## config.mk

```make
export PLATFORM = sky130hd
export DESIGN_NAME = lsu_store_buffer
export DESIGN_NICKNAME = d
export VERILOG_FILES = /design/src/rtl/lsu_store_buffer.sv
export SDC_FILE = /design/constraint.sdc
export NUM_CORES = 2
export LEC_CHECK = 0
export CELL_PAD_IN_SITES_DETAIL_PLACEMENT = 2
export CELL_PAD_IN_SITES_GLOBAL_PLACEMENT = 2
export CORE_ASPECT_RATIO = 2
export CORE_UTILIZATION = 39
export CTS_CLUSTER_DIAMETER = 200
export DETAILED_ROUTE_END_ITERATION = 10
export PLACE_DENSITY_LB_ADDON = 0.1
export SYNTH_ARGS = -nofsm -noshare
export SYNTH_HDL_FRONTEND = slang
export SYNTH_SLANG_ARGS = --single-unit
```

## constraint.sdc

```tcl
create_clock -name clk -period 6.95 [get_ports clk]
set_input_delay 1.0425 -clock clk [delete_from_list [all_inputs] [get_ports clk]]
set_output_delay 1.0425 -clock clk [all_outputs]
set_load 0.05 [all_outputs]
```

## src/rtl/lsu_store_buffer.sv

```systemverilog
// In-order store buffer between the LSU and a single-port backing memory.
// Posts stores, drains them when the port is idle, and forwards them to loads.
module lsu_store_buffer #(
    parameter int DEPTH    = 4,
    parameter int CNT_BITS = $clog2(DEPTH) + 1
) (
    input  logic                clk,
    input  logic                rst,
    input  logic                mem_ren,
    input  logic [63:0]         mem_raddr,
    output logic                mem_rvalid,
    output logic [63:0]         mem_rdata,
    input  logic                mem_wen,
    input  logic [63:0]         mem_waddr,
    input  logic [63:0]         mem_wdata,
    input  logic                bk_ready,
    output logic                bk_ren,
    output logic [63:0]         bk_raddr,
    input  logic                bk_rvalid,
    input  logic [63:0]         bk_rdata,
    output logic                bk_wen,
    output logic [63:0]         bk_waddr,
    output logic [63:0]         bk_wdata,
    output logic                rd_busy,
    output logic                sb_full,
    output logic [CNT_BITS-1:0] sb_count,
    output logic                err_overflow,
    output logic                err_rd_busy
);

    localparam int PW = $clog2(DEPTH);

    typedef enum logic [1:0] {
        IDLE,
        RD_REQ,
        RD_WAIT,
        RESP
    } state_t;

    state_t state, state_d;

    logic [63:0]         sb_addr [DEPTH];
    logic [63:0]         sb_data [DEPTH];
    logic [PW-1:0]       head, tail;
    logic [CNT_BITS-1:0] count;
    logic [63:0]         raddr_q, raddr_d;
    logic [63:0]         rdata_q, rdata_d;
    logic                ovf_q, rdb_q;
    logic                drain_ok, push, pop;
    logic                fwd_hit;
    logic [63:0]         fwd_data;

    assign drain_ok = (state == IDLE) && (count != '0) && !mem_ren;
    assign pop      = drain_ok && bk_ready;
    assign push     = mem_wen && ((count < CNT_BITS'(DEPTH)) || pop);

    // Oldest to youngest so the last match wins; the incoming store is youngest.
    always_comb begin
        fwd_hit  = 1'b0;
        fwd_data = '0;
        for (int i = 0; i < DEPTH; i++) begin
            if ((CNT_BITS'(i) < count) &&
                (sb_addr[head + PW'(i)] == mem_raddr)) begin
                fwd_hit  = 1'b1;
                fwd_data = sb_data[head + PW'(i)];
            end
        end
        if (push && (mem_waddr == mem_raddr)) begin
            fwd_hit  = 1'b1;
            fwd_data = mem_wdata;
        end
    end

    always_comb begin
        state_d    = state;
        raddr_d    = raddr_q;
        rdata_d    = rdata_q;
        bk_ren     = 1'b0;
        mem_rvalid = 1'b0;
        unique case (state)
            IDLE: begin
                if (mem_ren) begin
                    if (fwd_hit) begin
                        rdata_d = fwd_data;
                        state_d = RESP;
                    end else begin
                        raddr_d = mem_raddr;
                        state_d = RD_REQ;
                    end
                end
            end
            RD_REQ: begin
                bk_ren = 1'b1;
                if (bk_ready) state_d = RD_WAIT;
            end
            RD_WAIT: begin
                if (bk_rvalid) begin
                    rdata_d = bk_rdata;
                    state_d = RESP;
                end
            end
            RESP: begin
                mem_rvalid = 1'b1;
                state_d    = IDLE;
            end
            default: state_d = IDLE;
        endcase
    end

    always_ff @(posedge clk) begin
        if (!rst) begin
            state   <= IDLE;
            head    <= '0;
            tail    <= '0;
            count   <= '0;
            raddr_q <= '0;
            rdata_q <= '0;
            ovf_q   <= 1'b0;
            rdb_q   <= 1'b0;
        end else begin
            state   <= state_d;
            raddr_q <= raddr_d;
            rdata_q <= rdata_d;
            if (push) tail <= tail + 1'b1;
            if (pop) head <= head + 1'b1;
            unique case (1'b1)
                (push && !pop): count <= count + 1'b1;
                (pop && !push): count <= count - 1'b1;
                default: ;
            endcase
            if (mem_wen && !push) ovf_q <= 1'b1;
            if (mem_ren && rd_busy) rdb_q <= 1'b1;
        end
    end

    // Payload needs no reset: every read of it is qualified by count.
    always_ff @(posedge clk) begin
        if (push) begin
            sb_addr[tail] <= mem_waddr;
            sb_data[tail] <= mem_wdata;
        end
    end

    assign bk_wen       = drain_ok;
    assign bk_waddr     = drain_ok ? sb_addr[head] : '0;
    assign bk_wdata     = drain_ok ? sb_data[head] : '0;
    assign bk_raddr     = (state == RD_REQ) ? raddr_q : '0;
    assign mem_rdata    = mem_rvalid ? rdata_q : '0;
    assign rd_busy      = (state != IDLE);
    assign sb_full      = (count == CNT_BITS'(DEPTH));
    assign sb_count     = count;
    assign err_overflow = ovf_q;
    assign err_rd_busy  = rdb_q;

endmodule
```

After elaboration in Yosys (flattened, before gate mapping)
Memory sizes are Yosys's and may differ from the RTL's. A register that Yosys moved wholly into a read port is not among the register bits.
Cells that the tools add are included.
- add/subtract/negate cells: 6
- equal/unequal tests: 13
- order comparisons: 5
- multiplexer cells: 32
- bitwise operators: 1
- reduce and logical (&&, ||, !) cells: 25
- operators by type and width (kind ; count):
    64-bit 2-to-1 mux ; 12
    64-bit equality test ; 5
    64-bit one-hot mux with 2 select lines ; 1
    2-bit 2-to-1 mux ; 8
    1-bit logical AND ; 13
    1-bit 2-to-1 mux ; 9
    2-bit != test, second input constant ; 4
    2-bit one-hot mux with 4 select lines ; 1
    1-bit by 3-bit less-than comparator with 1-bit output, first input constant ; 2
    2-bit by 3-bit less-than comparator with 1-bit output, first input constant ; 2
    3-bit one-hot mux with 2 select lines ; 1
    3-bit AND reduction ; 2
    2-bit nonzero test ; 3
    2-bit by 1-bit adder with 2-bit output, second input constant ; 2
    2-bit adder, second input constant ; 2
    2-bit equality test, second input constant ; 2
    4-bit AND reduction ; 1
    3-bit by 1-bit adder with 3-bit output, second input constant ; 1
    3-bit equality test, second input constant ; 1
    1-bit zero test ; 3
    3-bit less-than comparator, second input constant ; 1
    3-bit nonzero test ; 1
    3-bit by 1-bit subtractor with 3-bit output, second input constant ; 1
    2-bit by 1-bit equality test with 1-bit output, second input constant ; 1
    3 further kinds ; 3
- memories kept: 2
- memory bits (writable): 512
- logic and storage cells: 92
- register bits after elaboration: 139
- memories (name ; words ; bits a word ; read ports ; clocked after memory_dff ; write ports ; RTL line ; text):
    sb_addr ; 4 ; 64 ; 4 ; 1 ; 1 ; 42 ; logic [63:0] sb_addr [DEPTH];
    sb_data ; 4 ; 64 ; 4 ; 1 ; 1 ; 43 ; logic [63:0] sb_data [DEPTH];

Longest topological paths before layout
- depth in word-level cells: 11
- depth in mapped cells: 19

Least setup slack after synthesis
OpenSTA, ideal clock, no wires.
- path type: reg-to-reg
- start point: register count[0] (netlist: sb_count[0])
- end point: memory sb_addr[0][0] (enable)
- arrival: 4.697 ns
- library setup time: 0.503 ns
- stages on the path, launching flop included: 8
- path slack: 1.750 ns
- period minus slack after synthesis: 5.200 ns
- required time: 6.447 ns
- cells stage by stage: dfxtp_1 > inv_1 > ha_1 > nand2b_1 > clkbuf_1 > nand3_1 > nand2_1 > and3_1
- cells in the longest elaborated chain, start to end: 8
- ends and longest elaborated chain (item ; RTL line ; text):
    from (decl) ; 45 ; logic [CNT_BITS-1:0] count;
    from (signal assigned) ; 127 ; (push && !pop): count <= count + 1'b1;
    from (signal assigned) ; 128 ; (pop && !push): count <= count - 1'b1;
    branches (longest 4 deep; another with 3-bit less-than comparator) ; -- ;
    1-bit logical OR (*) ; 55 ; assign push = mem_wen && ((count < CNT_BITS'(DEPTH)) || pop);
    1-bit logical AND (*) ; 55 ;
    1-bit 2-to-1 mux (*) ; 138 ; if (push) begin
    1-bit 2-to-1 mux (not written as such) (*) ; 139 ; sb_addr[tail] <= mem_waddr;
    to (decl) ; 42 ;
Mark *: on every way between the ends.

Worst setup path in the final report
- start point: register head[1]
- end point: register rdata_q[6]
- cells in the longest elaborated chain, start to end: 11
- ends and longest elaborated chain (item ; RTL line ; text):
    from (decl) ; 44 ; logic [PW-1:0] head, tail;
    from (signal assigned) ; 125 ; if (pop) head <= head + 1'b1;
    2-bit by 1-bit adder with 2-bit output ; 63, 65 ;
    memory read 4 x 64 bit ; -- ;
    64-bit equality test ; 63 ; (sb_addr[head + PW'(i)] == mem_raddr)) begin
    1-bit logical AND ; 62 ; if ((CNT_BITS'(i) < count) &&
    64-bit 2-to-1 mux (3 in series) ; 62 ;
    64-bit 2-to-1 mux ; 68 ; if (push && (mem_waddr == mem_raddr)) begin
    64-bit 2-to-1 mux ; 83 ; if (fwd_hit) begin
    64-bit 2-to-1 mux ; 82 ; if (mem_ren) begin
    64-bit one-hot mux with 2 select lines ; 80 ; unique case (state)
    to (signal assigned) ; 123 ; rdata_q <= rdata_d;
    to (decl) ; 47 ; logic [63:0] rdata_q, rdata_d;
Several ways; a longest one is shown, not always the timed one. The select of a mux whose other input is x is not followed.
A chain may end at the register's enable or synchronous reset.

==> run metrics <==
Post-Synth XOR/XNOR Area=0.04574; unrepaired setup endpoints after global routing=no; Cell Area, Synth=0.04462 mm²; multiplexer area fraction after synthesis=0.2689; worst min path class=register to register; Die Span X=241.2 µm; Post-synth ARST share=0; CTS tree=built; Mean Syn Cell Area=11.81 µm²; htree depth=3; Primary FF master, synth=edfxtp_1; Vias/cell=6.856; share of cells above drive strength 1=0.1904; combinational share of power=0.406; Relative slew margins=-0.07048; postcts setup bufs=0; # setup viols final=0; synth warn=0; Clock Sinks=653; routed wire length=256600 µm; CTS clk-pin slew, worst paths=70 ps; Leakage=0.01713 µW; gpl congestion=1.149; starting density of the core=0.3926; PD cells=271.5 mW/mm²; I/O pin cnt=528; initial antenna violation count=60; fin crit share=0.8261; gr ovfl total=0; Clk pwr share=0.266; status=finished, violations left; Slowest-stage cell, CP=nand4_1; CP top delay family=simple AND/OR/NAND/NOR gates; Hold-fix buffers, CTS=0; CP Capture Type=register; average wire per standard cell=44.44 µm; WP buf/inv=4; sequential share of the synthesized area=0.4079; Final Hold Vio Count=0; setup TNS=0 ps; DP Wirelength=183400 µm; die height=480.3 µm; clk buf depth=3; internal power=8716 µW; via count=39600; antenna-violating nets left=0; first-pass GRT wire length=353300 µm; post-synthesis simple-gate area fraction=0.1167; PortBufs=527; Initial DRC Count=3610; worst-path cell chain=buf_12 -> mux4_2 -> xnor2_1 -> nand4_1 -> a21o_1 -> nor4_1 -> nand4_1 -> buf_12 -> nand2_2 -> buf_12 -> buf_12 -> nor2_1 -> a21oi_1 -> o2bb2ai_1; Worst VDD drop=0.2095 mV; Reg power frac=0.328; Required @ worst endpoint=7530 ps; Area growth, synth to finish=21.74%; crit path time final=5742 ps; WHS=458.6 ps; vias in the first global route=41460; Core Footprint=0.1136 mm²; Max Fclk=174.2 MHz; Residual DRC=0; die area=0.1158 mm²; WP data arrival=6320 ps; Setup CP Type=register to register; worst slew pin tran=1594 ps; fin. max-slew vios=6; pin count of the biggest net entering global routing=134; Max-Cap Viols=4; Clock Latency Late Sink=720 ps; Rows=175; CTS Buf Count=68; Mapped Cells=3778; drt pass-1 iters=7; Psw=6033 µW; Synth Area in Compound Gates=0.1102; switching share of power=0.4091; slowest cell delay on critical path=860 ps; Tot GR Track Use=0.4538; number of synthesized flops with an enable pin=512; skew final=22.96 ps; final net count=4459; Crit Path Max Fanout=66; synthesized flop and latch total=653; Startpoint Class=register; count of different cell masters after synthesis=83; failing checks=max-capacitance violations, max-slew violations; Clock Tree Root=clkbuf_16; CP dominant cell by count=buf_12; number of cells upsized or downsized after cts=0; adder-cell area share of the yosys netlist=0.003646; largest family of logic cells by synthesized area=multiplexers; Mapped Nets=4053
through the flow:
| step | worst slack (ps) | power [µW] | cell area (µm²) | std cells | util |
|---|---|---|---|---|---|
| floorplan | 1750 | 8192 | 44620 | 3778 | - |
| global placement | 1352 | 10520 | 51830 | 5613 | 0.4561 |
| detailed placement | 1297 | 10610 | 51830 | 5613 | 0.4561 |
| CTS | 1276 | 14530 | 54060 | 5733 | 0.4758 |
| global route | 1106 | 15060 | 54250 | 5748 | 0.4774 |
| finish | 1208 | 14750 | 54320 | 5775 | 0.4780 |
cells by family after synthesis:
group,after synthesis
adder cells (fa/ha/maj),13
multiplexers,666
buffers and inverters,468
XOR/XNOR,233
AO/OA/AOI/OAI,723
AND/OR/NAND/NOR,1022
flip-flops,653
cells in the mapped netlist (8+ instances only):
library cell	number	area, µm²
edfxtp_1	512	15370
mux4_2	421	9482
nand2_1	286	1074
clkbuf_1	216	810.8
xnor2_1	198	1734
mux2i_1	196	1962
nor2_1	190	713.2
o21ai_0	150	750.7
a21oi_1	148	740.7
and2_1	142	888.4
dfxtp_1	141	2823
inv_1	107	401.6
nand3_1	83	415.4
buf_2	74	370.4
and3_1	73	456.7
o2bb2ai_1	73	639.4
o32ai_1	71	621.9
o211ai_1	67	503.0
nand4_1	65	406.6
o21a_1	65	488.0
mux2_2	48	540.5
nand2b_1	35	219.0
xor2_1	35	306.5
nor4_1	32	200.2
o22ai_1	32	200.2
buf_4	27	202.7
buf_1	23	86.33
nor2b_1	23	143.9
nor3_1	19	95.09
or4_1	16	120.1
ha_1	13	162.7
buf_6	12	135.1
o2111ai_1	12	105.1
o21ai_1	12	60.06
a22oi_1	10	75.07
a2111oi_0	9	78.83
a211oi_1	9	67.56
a222oi_1	9	90.09
and4_1	8	70.07
or3_1	8	50.05
state kept, by name, summed over array words and instances (netlist names), named ones only:
register      count
rdata_q          64
sb_count          3
tail              2
err_overflow      1
head              2
err_rd_busy       1
raddr_q          64
sb_data         256
sb_addr         256
state             2
metal layers:
metal / vias to the layer above / share of wire / global-route usage
met3: 891 / 0.091 / 0.1747
li1: 15590 / - / -
met2: 2314 / 0.48 / 0.7129
met4: 56 / 0.12 / 0.4576
met5: - / 0.0023 / 0.02134
met1: 20750 / 0.31 / 0.4425
power by group through the flow:
stage | clock network (µW) | registers, µW | logic, µW
global route | 4070 | 4860 | 6140
floorplan | 0 | 4810 | 3380
finish | 3920 | 4840 | 5990
CTS | 3950 | 4820 | 5760
detailed placement | 0 | 4900 | 5710
global placement | 0 | 4870 | 5650
final cells by class:
cell class              instances  area (µm²)
clock inverters                36       336.6
inverters                     108       407.9
clock buffers                  84        1897
well taps                    1504        1882
repair buffers                696        6948
fillers                     11070       59320
flip-flops and latches        653       18210
diodes                         37       92.59
multi-input cells            2657       24540
cells in the final DEF, fill, tap and decap left out, drive strengths merged, types with 142 or more instances in the layout:
cell	n
clkdlybuf4s50	526
edfxtp	512
mux4	421
nand2	287
xnor2	198
mux2i	196
nor2	190
buf	170
o21ai	162
a21oi	148
and2	142
worst paths after layout:
path	slack (ps)	depth (start not counted)	startpoint	to
min reg2reg	460	2	raddr_q[17]	raddr_q[17]
max reg2reg	1210	14	head[1]	rdata_q[6]
max	1210	14	head[1]	rdata_q[6]
min	460	2	raddr_q[17]	raddr_q[17]
worst register-to-register path, delay by kind of cell (launching register included):
family	cells	cell delay (ps)
flip-flops	1	850
buffers and inverters	4	1110
AO/OA/AOI/OAI	3	710
AND/OR/NAND/NOR	5	1960
XOR/XNOR	1	410
multiplexers	1	590
(Power assumes the default switching activity.)
